==> src/rtl/seq_detector_param_if.sv <==
// rtl/seq_detector_param_if.sv - stream, config and status bundle for seq_detector_param
interface seq_detector_param_if #(
  parameter int PAT_W = 4,
  parameter int CNT_W = 8
);
  logic             din_valid;
  logic             din;
  logic             cfg_load;
  logic [PAT_W-1:0] cfg_pattern;
  logic [PAT_W-1:0] cfg_mask;
  logic             cfg_overlap;
  logic             cnt_clr;
  logic             dout;
  logic [CNT_W-1:0] match_cnt;
  logic             cnt_sat;

  modport master (
    output din_valid, din, cfg_load, cfg_pattern, cfg_mask, cfg_overlap, cnt_clr,
    input  dout, match_cnt, cnt_sat
  );

  modport slave (
    input  din_valid, din, cfg_load, cfg_pattern, cfg_mask, cfg_overlap, cnt_clr,
    output dout, match_cnt, cnt_sat
  );
endinterface

==> src/rtl/seq_detector_param.sv <==
// rtl/seq_detector_param.sv - programmable masked serial pattern detector with match counter
// Define SEQ_DET_REG_OUT_EN to register dout one cycle after the final pattern bit.
module seq_detector_param #(
  parameter int               PAT_W       = 4,
  parameter int               CNT_W       = 8,
  parameter logic [PAT_W-1:0] RST_PATTERN = PAT_W'(4'b1010),
  parameter logic [PAT_W-1:0] RST_MASK    = '1,
  parameter logic             RST_OVERLAP = 1'b1
) (
  input logic                 clk,
  input logic                 rst,
  seq_detector_param_if.slave bus
);
  localparam int FILL_W = $clog2(PAT_W);

  typedef enum logic {S_FILL, S_ARMED} state_t;

  state_t           state_q, state_d;
  logic [PAT_W-2:0] hist_q, hist_d;
  logic [FILL_W-1:0] fill_q, fill_d;
  logic [PAT_W-1:0] pat_q, pat_d;
  logic [PAT_W-1:0] mask_q, mask_d;
  logic             ovl_q, ovl_d;
  logic [CNT_W-1:0] cnt_q, cnt_d;
  logic [PAT_W-1:0] cand;
  logic             match;

  // Newest bit sits in the LSB, so the oldest history bit lines up with pattern MSB.
  assign cand  = {hist_q, bus.din};
  assign match = ~rst & bus.din_valid & ~bus.cfg_load & (state_q == S_ARMED) &
                 (((cand ^ pat_q) & mask_q) == '0);

  always_comb begin
    state_d = state_q;
    hist_d  = hist_q;
    fill_d  = fill_q;
    pat_d   = pat_q;
    mask_d  = mask_q;
    ovl_d   = ovl_q;
    cnt_d   = cnt_q;

    if (bus.cfg_load) begin
      pat_d   = bus.cfg_pattern;
      mask_d  = bus.cfg_mask;
      ovl_d   = bus.cfg_overlap;
      hist_d  = '0;
      fill_d  = '0;
      state_d = S_FILL;
    end else if (bus.din_valid) begin
      if (match && !ovl_q) begin
        hist_d  = '0;
        fill_d  = '0;
        state_d = S_FILL;
      end else begin
        hist_d = cand[PAT_W-2:0];
        if (state_q == S_FILL) begin
          fill_d = fill_q + FILL_W'(1);
          if (fill_q == FILL_W'(PAT_W-2)) state_d = S_ARMED;
        end
      end
    end

    if (bus.cnt_clr) cnt_d = '0;
    else if (match && !(&cnt_q)) cnt_d = cnt_q + CNT_W'(1);
  end

  always_ff @(posedge clk) begin
    if (rst) begin
      state_q <= S_FILL;
      hist_q  <= '0;
      fill_q  <= '0;
      pat_q   <= RST_PATTERN;
      mask_q  <= RST_MASK;
      ovl_q   <= RST_OVERLAP;
      cnt_q   <= '0;
    end else begin
      state_q <= state_d;
      hist_q  <= hist_d;
      fill_q  <= fill_d;
      pat_q   <= pat_d;
      mask_q  <= mask_d;
      ovl_q   <= ovl_d;
      cnt_q   <= cnt_d;
    end
  end

`ifdef SEQ_DET_REG_OUT_EN
  logic dout_q, dout_d;

  always_comb begin
    dout_d = match;
  end

  always_ff @(posedge clk) begin
    if (rst) dout_q <= 1'b0;
    else     dout_q <= dout_d;
  end

  assign bus.dout = dout_q;
`else
  assign bus.dout = match;
`endif

  assign bus.match_cnt = cnt_q;
  assign bus.cnt_sat   = &cnt_q;
endmodule
==> src/flat_wrapper.sv <==
// flat-port wrapper written by rule: the top's interface ports become plain ports
module seq_detector_param_flat 
#(
  parameter int               PAT_W       = 4,
  parameter int               CNT_W       = 8,
  parameter logic [PAT_W-1:0] RST_PATTERN = PAT_W'(4'b1010),
  parameter logic [PAT_W-1:0] RST_MASK    = '1,
  parameter logic             RST_OVERLAP = 1'b1
)
  (clk, rst, bus_din_valid, bus_din, bus_cfg_load, bus_cfg_pattern, bus_cfg_mask, bus_cfg_overlap, bus_cnt_clr, bus_dout, bus_match_cnt, bus_cnt_sat);
  seq_detector_param_if #(.PAT_W(PAT_W), .CNT_W(CNT_W)) bus_i ();
  input logic clk;
  input logic rst;
  input wire logic [$bits(bus_i.din_valid)-1:0] bus_din_valid;
  input wire logic [$bits(bus_i.din)-1:0] bus_din;
  input wire logic [$bits(bus_i.cfg_load)-1:0] bus_cfg_load;
  input wire logic [$bits(bus_i.cfg_pattern)-1:0] bus_cfg_pattern;
  input wire logic [$bits(bus_i.cfg_mask)-1:0] bus_cfg_mask;
  input wire logic [$bits(bus_i.cfg_overlap)-1:0] bus_cfg_overlap;
  input wire logic [$bits(bus_i.cnt_clr)-1:0] bus_cnt_clr;
  output wire logic [$bits(bus_i.dout)-1:0] bus_dout;
  output wire logic [$bits(bus_i.match_cnt)-1:0] bus_match_cnt;
  output wire logic [$bits(bus_i.cnt_sat)-1:0] bus_cnt_sat;
  assign bus_i.din_valid = bus_din_valid;
  assign bus_i.din = bus_din;
  assign bus_i.cfg_load = bus_cfg_load;
  assign bus_i.cfg_pattern = bus_cfg_pattern;
  assign bus_i.cfg_mask = bus_cfg_mask;
  assign bus_i.cfg_overlap = bus_cfg_overlap;
  assign bus_i.cnt_clr = bus_cnt_clr;
  assign bus_dout = bus_i.dout;
  assign bus_match_cnt = bus_i.match_cnt;
  assign bus_cnt_sat = bus_i.cnt_sat;
  seq_detector_param #(.PAT_W(PAT_W), .CNT_W(CNT_W), .RST_PATTERN(RST_PATTERN), .RST_MASK(RST_MASK), .RST_OVERLAP(RST_OVERLAP)) u_core (.clk(clk), .rst(rst), .bus(bus_i));
endmodule
==> config.mk <==
export PLATFORM = sky130hd
export DESIGN_NAME = seq_detector_param_flat
export DESIGN_NICKNAME = d
export VERILOG_FILES = /design/src/rtl/seq_detector_param_if.sv /design/src/rtl/seq_detector_param.sv /design/src/flat_wrapper.sv
export SDC_FILE = /design/constraint.sdc
export NUM_CORES = 1
export LEC_CHECK = 0
export ABC_AREA = 1
export CAP_MARGIN = 30
export CORE_MARGIN = 2
export CORE_UTILIZATION = 36
export DETAILED_ROUTE_END_ITERATION = 7
export PLACE_DENSITY_LB_ADDON = 0.15
export RECOVER_POWER = 50
export SYNTH_ARGS = -nofsm -noshare
export SYNTH_HDL_FRONTEND = slang
export SYNTH_SLANG_ARGS = --single-unit
export TNS_END_PERCENT = 50
==> constraint.sdc <==
create_clock -name clk -period 1.8 [get_ports clk]
set_clock_uncertainty 0.15 [all_clocks]
set_input_delay 0.36 -clock clk [delete_from_list [all_inputs] [get_ports clk]]
set_output_delay 0.36 -clock clk [all_outputs]
set_load 0.05 [all_outputs]
==> run_results.csv <==
group,metric,value,unit
global_route,grt_max_degree,13,
routing,met1_length,1.135,mm
clock_tree,cts.reportedPaths.clkPinSlew,0.12,ns
logic_synthesis,syn_nets,164,
logic_synthesis,synth_compound_area_share,12.23,%
sta,hold_viol,0,
floorplanning,rows,20,
worst_setup_path,crit_chain,"ha_4 > nand3_4 > nor2_4 > nand3_4 > clkinvlp_4 > buf_12",
sta,post-route-period-util,102.3,%
logic_synthesis,ys_seq_area_share,42.06,%
placed_design,dp_cells,213,
cells_and_area,fin_util,54.24,%
min_path,whs_endpoint,"u_core.fill_q[0]",
logic_synthesis,ys_top_cells_by_count,"31 x nand2_1, 23 x dfxtp_1, 19 x nand3_1",
outcome,violations,"setup timing",
clock_tree,cts.hold.buffers_added,0,
worst_setup_path,worst-path-buf-inv,2,
logic_synthesis,yosys_most_used_dff,"dfxtp_1",
cells_and_area,area_delta_synth_final,47.54,%
outcome,status,"complete, but fails checks",
worst_setup_path,cp.required,1.29,ns
clock_tree,cts_max_path_buffers,2,
sta,worstMarginPinSlew,0.4100,ns
sta,setup_ws,-0.04145,ns
floorplanning,dieArea,3498,um2
floorplanning,start_util,36.76,%
routing,routed_wl,2.561,mm
global_route,overflow,0,
worst_setup_path,worstSetupStartpointType,"flop",
routing,dr.pass1.iters,4,
worst_setup_path,crit_family,"flip-flops",
routing,dr.first_iter.drc_count,35,
logic_synthesis,ys_seq_elements,23,
routing,via_per_inst,4.955,
worst_setup_path,cp_slowest_stage_delay,0.38,ns
power_and_ir_drop,leakagePower,0.6985,nW
routing,top_layer,"met4",
cells_and_area,final_cell_count_no_fill,223,
floorplanning,coreArea,2978,um2
placed_design,place_congestion,0.7742,
logic_synthesis,async_flop_share,0,%
worst_setup_path,reg2reg_slack,0.14,ns
logic_synthesis,yosysTopAreaCellShare,42.06,%
logic_synthesis,synth_top_family_by_area,"simple AND/OR/NAND/NOR gates",
cells_and_area,num_antenna_cells,0,
logic_synthesis,yosysWarnings,0,
worst_setup_path,critPathCaptureType,"output port",
routing,wl_met3,102,um
placed_design,hpwl,1.923,mm
worst_setup_path,path_common_cell,"nand3_4",
min_path,hold_class,"reg2reg",
power_and_ir_drop,vdd_drop_max,0.3229,mV
min_path,hold_depth,1,
clock_tree,cts_buffers,3,
routing,wl_per_cell,11.48,um
logic_synthesis,ys_types,22,
global_route,grt_pass1_vias,988,
logic_synthesis,synth.top_cells.by_area,"dfxtp_1 42%, nand2_1 11%, nand3_1 8.7%",
global_route,grtUsageTotal,16.46,%
floorplanning,die_h,59.15,um
clock_tree,worstSkewPairLatency,0.31,ns
logic_synthesis,synth_top_area_cell,"dfxtp_1",
logic_synthesis,synth-xor-area-share,4.800,%
logic_synthesis,syn-mean-instance-area,7.448,um2
clock_tree,cts.sinks,23,
global_route,antenna_found_initial,0,
run,maxCapViolCount,0,
worst_setup_path,slowest_stage,"dfxtp_4",
logic_synthesis,synthAdderAreaFrac,2.286,%
routing,ant_nets,0,
min_path,hold_start,"u_core.fill_q[0]",
floorplanning,fp.dieW,59.15,um
sta,fmax,543.1,MHz
floorplanning,ioPinCount,25,
sta,slew_violations,0,
sta,post-route-min-period,1.841,ns
clock_tree,cts_tree,"done",
worst_setup_path,rr_endpoint,"u_core.bus.match_cnt[0]",
sta,rsz0062_at_grt,"true",
sta,relSlewSlack,72.66,%
worst_setup_path,path_class,"reg2out",
power_and_ir_drop,power.density,551.5,nW/um2
logic_synthesis,netlist_area,1095,um2
logic_synthesis,netlist_instances,147,
clock_tree,root_buffer,"clkbuf_4",
global_route,grt_pass1_wl,4.381,mm
logic_synthesis,synth-simple-area-share,32.11,%
sta,finalSetupViolCount,2,
logic_synthesis,synth-edff-count,0,
worst_setup_path,crit_arrival,1.33,ns
routing,wl_met2,1.289,mm
worst_setup_path,r2r_start,"u_core.bus.match_cnt[0]",
cells_and_area,fill_cells,298,
placed_design,io_buffers,24,
cells_and_area,nets,208,
worst_setup_path,rr_worst_depth,9,
clock_tree,htree_levels,1,
cells_and_area,drive_above_1_share,26.32,%
logic_synthesis,synth.area.mux_share,0,%
logic_synthesis,synth.most_common_cell,"nand2_1",
routing,drc,0,
routing,vias,1105,
worst_setup_path,cp_max_fo,2,
[worst reg2reg max path, cell delays in order, from the launching register on]
cell	delay [ns]
dfxtp_4	0.38
ha_4	0.15
nand3_4	0.07
nor2_4	0.12
nand3_4	0.09
buf_4	0.14
buf_4	0.16
nand3_4	0.13
nand2_1	0.06
a21oi_1	0.14
[stage by stage]
| stage | worst slack [ns] | hold slack [ns] | total power [mW] | setup TNS, ns | instance area [um2] |
|---|---|---|---|---|---|
| floorplan | 0.001843 | 0.2756 | 0.6011 | 0 | 1131 |
| global placement | -0.2175 | 0.2893 | 0.6592 | -2.346 | 1521 |
| detailed placement | -0.2306 | 0.2978 | 0.6612 | -2.743 | 1521 |
| CTS | -0.06096 | 0.3154 | 0.9023 | -0.1087 | 1607 |
| global route | -0.1386 | 0.3479 | 0.9493 | -0.2343 | 1615 |
| finish | -0.04145 | 0.3141 | 0.8909 | -0.05700 | 1615 |
[worst max path at each step]
stage                             from          end  slack [ns]  cells after the start
2_1_floorplan  u_core.bus.match_cnt[1]  bus_cnt_sat       0.002                      5
3_3_place_gp              bus_cfg_load     bus_dout       -0.22                      7
3_5_place_dp              bus_cfg_load     bus_dout       -0.23                      7
4_1_cts        u_core.bus.match_cnt[0]  bus_cnt_sat       -0.06                      6
5_1_grt        u_core.bus.match_cnt[0]  bus_cnt_sat       -0.14                      6
6_report       u_core.bus.match_cnt[0]  bus_cnt_sat       -0.04                      6
[cell usage in the layout, fill, tap and decap left out]
cell and n:
dfxtp_4 2, nand3_1 17, buf_4 18, o211ai_1 2, or2_1 1, o2111ai_1 1
clkdlybuf4s50_1 10, inv_1 16, nand3_4 3, o21ai_0 5, xor2_1 4, ha_4 1
clkbuf_4 3, dfxtp_2 6, ha_1 1, dfxtp_1 15, nor3_1 1, clkbuf_2 2
clkinvlp_4 1, nor2_4 4, inv_2 1, clkbuf_1 2, nand3_2 2, o21ai_2 1
nor2_1 10, nand2_1 31, a21oi_1 16, buf_12 5, xnor2_1 2, nand2_2 1
nand3b_1 2, dlygate4sd2_1 4
[timing repair]
| item | 4_1_cts | 5_1_grt |
|---|---|---|
| resized for setup | 9 | 4 |
| buffers inserted | 5 | 1 |
| cloned | 0 | 0 |
| setup endpoints to repair | 2 | 8 |
| pin swaps | 4 | 1 |
[layout make-up]
class	count	area, um2	area share [%]
Multi-Input combinational cell	105	616.8	38.19
Timing Repair Buffer	40	384.1	23.78
Clock buffer	4	26.28	1.627
Sequential cell	23	475.5	29.43
Inverter	18	71.32	4.415
Tap cell	33	41.29	2.556
[report_power, final]
group | internal (mW) | switching [mW] | leakage (nW)
Sequential | 0.524 | 0.0107 | 0.192
Clock | 0.0866 | 0.154 | 0.0150
Combinational | 0.0554 | 0.0597 | 0.491
Total | 0.667 | 0.224 | 0.699
[flip-flops by register name, summed over array words and instances (netlist names)]
register and count:
u_core.mask_q 4, u_core.state_q 1, u_core.fill_q 2, u_core.ovl_q 1
u_core.pat_q 4, u_core.hist_q 3, u_core.bus.match_cnt 8
[kinds of logic (layout without fill, tap and decap cells)]
group / count (synthesis) / in the layout
and+or+nand+nor: 72 / 72
AOI/OAI and AO/OA: 25 / 25
DFF: 23 / 23
buffers and inverters: 19 / 62
xor gates and xnor gates: 6 / 6
adders and majority gates: 2 / 2
[per-layer routing]
metal | GRT usage, % | up-vias
met5 | 0 | -
li1 | - | 571
met2 | 26.98 | 22
met4 | 6.818 | 0
met3 | 3.930 | 5
met1 | 20.68 | 507
No activity file was read; power rests on OpenSTA's default activity.
